--- src/rtl/sg_pkg.sv ---
// Shared definitions for the signal generator register-write path:
// word geometry, register map and the serial receiver state type.
package sg_pkg;

    localparam int ADDR_W = 3;
    localparam int DATA_W = 5;
    localparam int WORD_W = 8;

    localparam logic [ADDR_W-1:0] REG_PERIOD_A = 3'd0;
    localparam logic [ADDR_W-1:0] REG_PERIOD_B = 3'd1;
    localparam logic [ADDR_W-1:0] REG_VOL_A    = 3'd2;
    localparam logic [ADDR_W-1:0] REG_VOL_B    = 3'd3;
    localparam logic [ADDR_W-1:0] REG_VOL_N    = 3'd4;
    localparam logic [ADDR_W-1:0] REG_ENABLE   = 3'd5;

    typedef enum logic [1:0] {
        IDLE,
        SHIFT,
        ERR_WAIT
    } rx_state_t;

    // A received word carries the register address in its top bits.
    function automatic logic [ADDR_W-1:0] word_addr(input logic [WORD_W-1:0] word);
        return word[WORD_W-1:DATA_W];
    endfunction

    function automatic logic [DATA_W-1:0] word_data(input logic [WORD_W-1:0] word);
        return word[DATA_W-1:0];
    endfunction

endpackage

--- src/rtl/sync_edge.sv ---
// N-stage synchronizer for a slow external pin, with an optional registered
// rising-edge pulse aligned to the registered level output.
module sync_edge #(
    parameter int STAGES    = 2,
    parameter bit RESET_VAL = 1'b0,
    parameter bit EDGE_EN   = 1'b0
) (
    input  logic clk,
    input  logic rst,
    input  logic din,
    output logic level,
    output logic rise
);

    logic [STAGES-1:0] chain;

    // level is the synchronized value delayed one more flop, so it doubles
    // as the previous value for edge detection and stays aligned with rise.
    always_ff @(posedge clk or posedge rst) begin
        if (rst) begin
            chain <= {STAGES{RESET_VAL}};
            level <= RESET_VAL;
        end else begin
            chain <= {chain[STAGES-2:0], din};
            level <= chain[STAGES-1];
        end
    end

    generate
        if (EDGE_EN) begin : g_edge
            always_ff @(posedge clk or posedge rst) begin
                if (rst) begin
                    rise <= 1'b0;
                end else begin
                    rise <= chain[STAGES-1] & ~level;
                end
            end
        end else begin : g_no_edge
            assign rise = 1'b0;
        end
    endgenerate

endmodule

--- src/rtl/cmd_deserializer.sv ---
// Serial front end: deserializes 8-bit register-write words from three slow
// pins into one-cycle address/data writes, dropping malformed frames.
module cmd_deserializer
    import sg_pkg::*;
#(
    parameter int SYNC_STAGES    = 2,
    parameter int TIMEOUT_CYCLES = 4095
) (
    input  logic              clk,
    input  logic              rst,
    input  logic              ser_clk,
    input  logic              ser_data,
    input  logic              ser_cs_n,
    output logic              write_strobe,
    output logic [ADDR_W-1:0] address,
    output logic [DATA_W-1:0] data,
    output logic              frame_err,
    output logic              busy
);

    localparam logic [11:0] TIMEOUT_LAST = 12'(TIMEOUT_CYCLES - 1);

    logic s_clk_unused;
    logic s_rise;
    logic s_data;
    logic data_rise_unused;
    logic s_cs_n;
    logic cs_rise_unused;

    sync_edge #(.STAGES(SYNC_STAGES), .RESET_VAL(1'b0), .EDGE_EN(1'b1)) u_sync_clk (
        .clk   (clk),
        .rst   (rst),
        .din   (ser_clk),
        .level (s_clk_unused),
        .rise  (s_rise)
    );

    sync_edge #(.STAGES(SYNC_STAGES), .RESET_VAL(1'b0), .EDGE_EN(1'b0)) u_sync_data (
        .clk   (clk),
        .rst   (rst),
        .din   (ser_data),
        .level (s_data),
        .rise  (data_rise_unused)
    );

    sync_edge #(.STAGES(SYNC_STAGES), .RESET_VAL(1'b1), .EDGE_EN(1'b0)) u_sync_cs (
        .clk   (clk),
        .rst   (rst),
        .din   (ser_cs_n),
        .level (s_cs_n),
        .rise  (cs_rise_unused)
    );

    rx_state_t         state, state_next;
    logic [2:0]        bit_cnt, bit_cnt_next;
    logic [WORD_W-1:0] shift_reg, shift_next;
    logic [WORD_W-1:0] word_next;
    logic [11:0]       timer, timer_next;
    logic              strobe_next;
    logic              err_next;
    logic [ADDR_W-1:0] addr_next;
    logic [DATA_W-1:0] data_next;

    always_ff @(posedge clk or posedge rst) begin
        if (rst) begin
            state        <= IDLE;
            bit_cnt      <= '0;
            shift_reg    <= '0;
            timer        <= '0;
            write_strobe <= 1'b0;
            frame_err    <= 1'b0;
            address      <= '0;
            data         <= '0;
            busy         <= 1'b0;
        end else begin
            state        <= state_next;
            bit_cnt      <= bit_cnt_next;
            shift_reg    <= shift_next;
            timer        <= timer_next;
            write_strobe <= strobe_next;
            frame_err    <= err_next;
            address      <= addr_next;
            data         <= data_next;
            busy         <= (bit_cnt_next != 3'd0);
        end
    end

    // Chip-select release outranks a coincident edge, and an edge outranks
    // a coincident timeout, so the branches below are ordered accordingly.
    always_comb begin
        state_next   = state;
        bit_cnt_next = bit_cnt;
        shift_next   = shift_reg;
        word_next    = {shift_reg[WORD_W-2:0], s_data};
        timer_next   = timer;
        strobe_next  = 1'b0;
        err_next     = 1'b0;
        addr_next    = address;
        data_next    = data;

        case (state)
            IDLE: begin
                bit_cnt_next = '0;
                timer_next   = '0;
                if (!s_cs_n) begin
                    state_next = SHIFT;
                end
            end
            SHIFT: begin
                if (s_cs_n) begin
                    err_next     = (bit_cnt != 3'd0);
                    bit_cnt_next = '0;
                    shift_next   = '0;
                    state_next   = IDLE;
                end else if (s_rise) begin
                    shift_next = word_next;
                    timer_next = '0;
                    if (bit_cnt == 3'd7) begin
                        strobe_next  = 1'b1;
                        addr_next    = word_addr(word_next);
                        data_next    = word_data(word_next);
                        bit_cnt_next = '0;
                    end else begin
                        bit_cnt_next = bit_cnt + 3'd1;
                    end
                end else if (bit_cnt != 3'd0) begin
                    if (timer == TIMEOUT_LAST) begin
                        err_next     = 1'b1;
                        bit_cnt_next = '0;
                        shift_next   = '0;
                        timer_next   = '0;
                        state_next   = ERR_WAIT;
                    end else begin
                        timer_next = timer + 12'd1;
                    end
                end
            end
            ERR_WAIT: begin
                bit_cnt_next = '0;
                timer_next   = '0;
                if (s_cs_n) begin
                    state_next = IDLE;
                end
            end
            default: begin
                state_next = IDLE;
            end
        endcase
    end

endmodule

--- config.mk ---
export PLATFORM = sky130hd
export DESIGN_NAME = cmd_deserializer
export DESIGN_NICKNAME = d
export VERILOG_FILES = /design/src/rtl/sg_pkg.sv /design/src/rtl/sync_edge.sv /design/src/rtl/cmd_deserializer.sv
export SDC_FILE = /design/constraint.sdc
export NUM_CORES = 1
export LEC_CHECK = 0
export ABC_AREA = 0
export BUFFER_PORTS_ARGS = -buffer_cell sky130_fd_sc_hd__clkbuf_2
export CAP_MARGIN = 20
export CORE_ASPECT_RATIO = 1.2
export CORE_MARGIN = 2
export CORE_UTILIZATION = 45
export CTS_BUF_LIST = sky130_fd_sc_hd__clkbuf_4
export DETAILED_ROUTE_END_ITERATION = 10
export SLEW_MARGIN = 0
export SYNTH_ARGS = -nofsm -noshare
export SYNTH_HDL_FRONTEND = slang
export SYNTH_HIERARCHICAL = 1
export SYNTH_SLANG_ARGS = --single-unit
--- constraint.sdc ---
create_clock -name clk -period 3.19 [get_ports clk]
set_input_delay 0.1595 -clock clk [delete_from_list [all_inputs] [get_ports clk]]
set_output_delay 0.1595 -clock clk [all_outputs]
set_load 0.02 [all_outputs]
---- After elaboration in Yosys (flattened, before gate mapping) ----
Cells that the tools add are included.
word-level totals
  flip-flop bits (word level) ............. 45
  input bits .............................. 5
  output and inout bits ................... 11
  logic and storage cells ................. 74
cells by class
  add/sub/neg operators ................... 2
  equality and inequality tests ........... 11
  multiplexer cells ....................... 31
  bitwise logic cells ..................... 3
  reduce and logical (&&, ||, !) cells .... 11
operators by type and width
  kind                                           count
  two-way mux 12 bit                             4
  two-way mux 7 bit                              4
  one-hot mux 12 bit (2 select lines)            1
  two-way mux 3 bit                              5
  adder 12 x 1 -> 12 bit, second input constant  1
  == test 12 bit, second input constant          1
  two-way mux 2 bit                              6
  != test 3 x 2 -> 1 bit, second input constant  4
  nonzero test 3 bit                             4
  two-way mux 1 bit                              9
  one-hot mux 2 bit (3 select lines)             1
  one-hot mux 3 bit (2 select lines)             1
  AND reduction 3 bit                            2
  AND reduction 5 bit                            1
  != test 2 bit, second input constant           2
  AND reduction 4 bit                            1
  adder 3 x 1 -> 3 bit, second input constant    1
  == test 3 bit, second input constant           1
  == test 2 x 1 -> 1 bit, second input constant  1
  == test 2 bit, second input constant           1
  logical NOT 2 bit                              1
  != test 2 x 1 -> 1 bit, second input constant  1
  NOT 1 bit                                      2
  nonzero test 2 bit                             1
  2 further kinds                                2

---- Longest topological paths before layout ----
  depth after elaboration ................. 7
  depth in mapped cells ................... 7
  depth with buffers taken out ............ 6

---- By module ----
The synthesis kept the hierarchy.
modules (own cells, without submodules)
  module                    instances  cells an instance  area an instance (um^2)  seq. area each (um^2)
  cmd_deserializer          1          186                1769.2                   875.8
  sync_edge at u_sync_clk   1          6                  117.6                    100.1
  sync_edge at u_sync_cs    1          6                  93.8                     78.8
  sync_edge at u_sync_data  1          6                  90.1                     75.1

---- Worst setup path before layout ----
OpenSTA, ideal clock, no wires.
  path kind ............................... reg2reg
  start ................................... register timer[0]
  end ..................................... register busy
  library setup time ...................... 0.126 ns
  arrival time ............................ 1.827 ns
  setup slack ............................. 1.237 ns
  cell stages (with the launch flop) ...... 8
  clock period less this slack ............ 1.953 ns
  cells stage by stage .................... dfrtp_1 > inv_1 > ha_1 > nand3_2 > or4_1 > buf_2 > a32o_1 > a311o_1
between the ends
  longest elaborated chain between the ends .. 7
RTL lines
  what                                RTL line                 text
  start: declaration                  cmd_deserializer.sv:58   logic [11:0] timer, timer_next;
  start signal: assignment            cmd_deserializer.sv:79   timer <= timer_next;
  == test 12 bit                      cmd_deserializer.sv:127  if (timer == TIMEOUT_LAST) begin
  two-way mux 3 bit                   cmd_deserializer.sv:127
  two-way mux 3 bit                   cmd_deserializer.sv:126  end else if (bit_cnt != 3'd0) begin
  two-way mux 3 bit                   cmd_deserializer.sv:115  end else if (s_rise) begin
  two-way mux 3 bit                   cmd_deserializer.sv:110  if (s_cs_n) begin
  one-hot mux 3 bit (2 select lines)  cmd_deserializer.sv:101  case (state)
  named net bit_cnt_next[2]           cmd_deserializer.sv:55   logic [2:0] bit_cnt, bit_cnt_next;
  nonzero test 3 bit                  cmd_deserializer.sv:84   busy <= (bit_cnt_next != 3'd0);
  end signal: assignment              cmd_deserializer.sv:84
  end: declaration                    cmd_deserializer.sv:18   output logic busy
The timed path passes the listed nets, and every way through them passes these cells.
A chain may end at the register's enable or synchronous reset.

---- Worst setup path after layout ----
  start ................................... register bit_cnt[0]
  end ..................................... register timer[2]
between the ends
  longest elaborated chain between the ends .. 3
RTL lines
  what                              RTL line                 text
  start: declaration                cmd_deserializer.sv:55
  start signal: assignment          cmd_deserializer.sv:77   bit_cnt <= bit_cnt_next;
  nonzero test 3 bit                cmd_deserializer.sv:126
  != test 3 x 2 -> 1 bit (no line)  --
  AND reduction 3 bit (no line)     --
No other way between the ends.

==> results.yml <==
clock_network:
  cts_made_buffers: 5
  cts_sinks: 45
  clk_latency_ps: 350
  cts_tree: "done"
  clk_path_buf_depth: 2
  clk_pin_slew_ps: 130
  htreeDepth: 2
  cts-root-buf: "clkbuf_4"
  cts_resized: 0
floorplanning:
  die-area_sq_um: 5110
  io-pin-count: 16
  start_util_pct: 47.3
  core_sq_um: 4330
  dieWidth_um: 65.6
  fp.dieH_um: 77.9
  rows: 26
power:
  clockPowerShare_pct: 33.5
  p_seq_share_pct: 59.4
  pwr-share-comb_pct: 7.1
  power.total_mw: 1.03
  ir_drop_v: 0.000316
  power_density_nw_per_um2: 448
  power.leakage_nw: 1.02
  p_switching_mw: 0.240
  switching_share_pct: 23.3
  p_int_mw: 0.790
synthesis:
  syn_nets: 210
  synthCells: 200
  avgSynthCellArea_sq_um: 10.2
  synth_area_sq_um: 2050
  ys_warn_count: 6
layout:
  syn2layout_area_growth_pct: 12.2
  diodes: 0
  drive_above_1_share_pct: 14.4
  final_cell_mix: "42 x dfrtp_1, 20 x o21ai_0, 20 x inv_1"
  final_util_pct: 53.1
  layout_commonest_cell: "dfrtp_1"
  fin_nets: 231
  largest_reg_flops: 12
timing:
  fin_crit_sh_pct: 71.2
  fin_tns_setup_ps: 0
  min_period_ps: 2270
  rsz0062_at_grt: "no"
  maxSlewHeadroom_pct: 33.3
  fin_skew_ps: 15.5
  worst_slew_pin_slew_ps: 994
  finalSetupViolCount: 0
  hold_viol_final: 0
  drv_slew: 0
  fmax_ghz: 0.440
  holdWs_ps: 217
place:
  place_congestion: 0.845
  port_buffers: 15
  hpwlAfterDp_mm: 2.86
route:
  drt_iter0_drc: 161
  drc: 0
  drt-wirelength-per-cell_um: 14.2
  first_pass_iters: 5
  detail-route-antenna-nets: 0
  drt_wl_total_mm: 3.96
  num_vias: 1556
  via_per_inst: 5.60
global_route:
  top_usage_layer: "met2"
  use_met3_pct: 3.62
  grt_pass1_vias: 1559
  grt_pass1_wl_mm: 7.25
  antenna_found_initial: 0
  use_met2_pct: 31.3
  grtUsageMet1_pct: 22.5
  grt_max_degree: 36
  gr-total-overflow: 0
  grtUsageTotal_pct: 18.1
worst_setup_path:
  start_kind: "flip-flop"
  cp-end-kind: "flip-flop"
  cp_max_fo: 17
  worstPathRequired_ps: 3440
  worstPathArrival_ps: 2530
  critPathKind: "reg -> reg"
hold_path:
  min_path_type: "in -> async"
flow_run:
  max-cap-violations: 0
status:
  status: "finished clean"
-- layout make-up --
cell class / instances / area, sq um
Multi-Input combinational cell: 128 / 813
Timing Repair Buffer: 21 / 130
Fill cell: 381 / 2030
Tap cell: 56 / 70.1
Sequential cell: 45 / 1130
Clock inverter: 2 / 33.8
Inverter: 20 / 75.1
Clock buffer: 6 / 45.0
-- critical path, stage by stage, from the launching register on --
cell and delay, ps:
dfrtp_1 460, inv_1 110, ha_1 220, nand2b_1 150, o21ai_1 360, or4b_2 750, o311ai_0 120
-- through the flow --
| stage | area, sq um | cells | setup WS (ps) |
|---|---|---|---|
| final | 2300 | 278 | 917 |
| after global routing | 2300 | 278 | 604 |
| after CTS | 2300 | 278 | 930 |
| after detailed placement | 2180 | 266 | 951 |
| after global placement | 2180 | 266 | 1020 |
| after floorplan | 2050 | 200 | 1240 |
-- final timing paths --
| kind | depth (start not counted) | start | end | slack [ps] |
|---|---|---|---|---|
| worst max register to register | 6 | bit_cnt[0] | timer[2] | 920 |
| min in group clk | 0 | u_sync_cs/chain[1] | u_sync_cs/level | 370 |
| max in group asynchronous | 4 | rst | data[0] | 2420 |
| worst min-delay path | 3 | rst | u_sync_clk/level | 220 |
| worst max-delay path | 6 | bit_cnt[0] | timer[2] | 920 |
| worst min register to register | 0 | u_sync_cs/chain[1] | u_sync_cs/level | 370 |
-- power groups by stage --
stage	combinational [mW]	clock, mW	sequential (mW)
final	0.0730	0.345	0.612
after floorplan	0.0526	0	0.616
after detailed placement	0.0706	0	0.622
after global routing	0.0840	0.379	0.616
after CTS	0.0743	0.354	0.611
after global placement	0.0680	0	0.621
-- per-layer routing --
| layer | vias up | routed length, um |
|---|---|---|
| met5 | - | 0 |
| met3 | 6 | 169 |
| met4 | 0 | 55 |
| met1 | 753 | 1670 |
| li1 | 756 | - |
| met2 | 41 | 2060 |
-- timing repair --
item,in CTS,in global routing
endpoints found under the hold margin,48,0
buffers inserted,0,0
hold buffers,4,0
(Power assumes the default switching activity.)
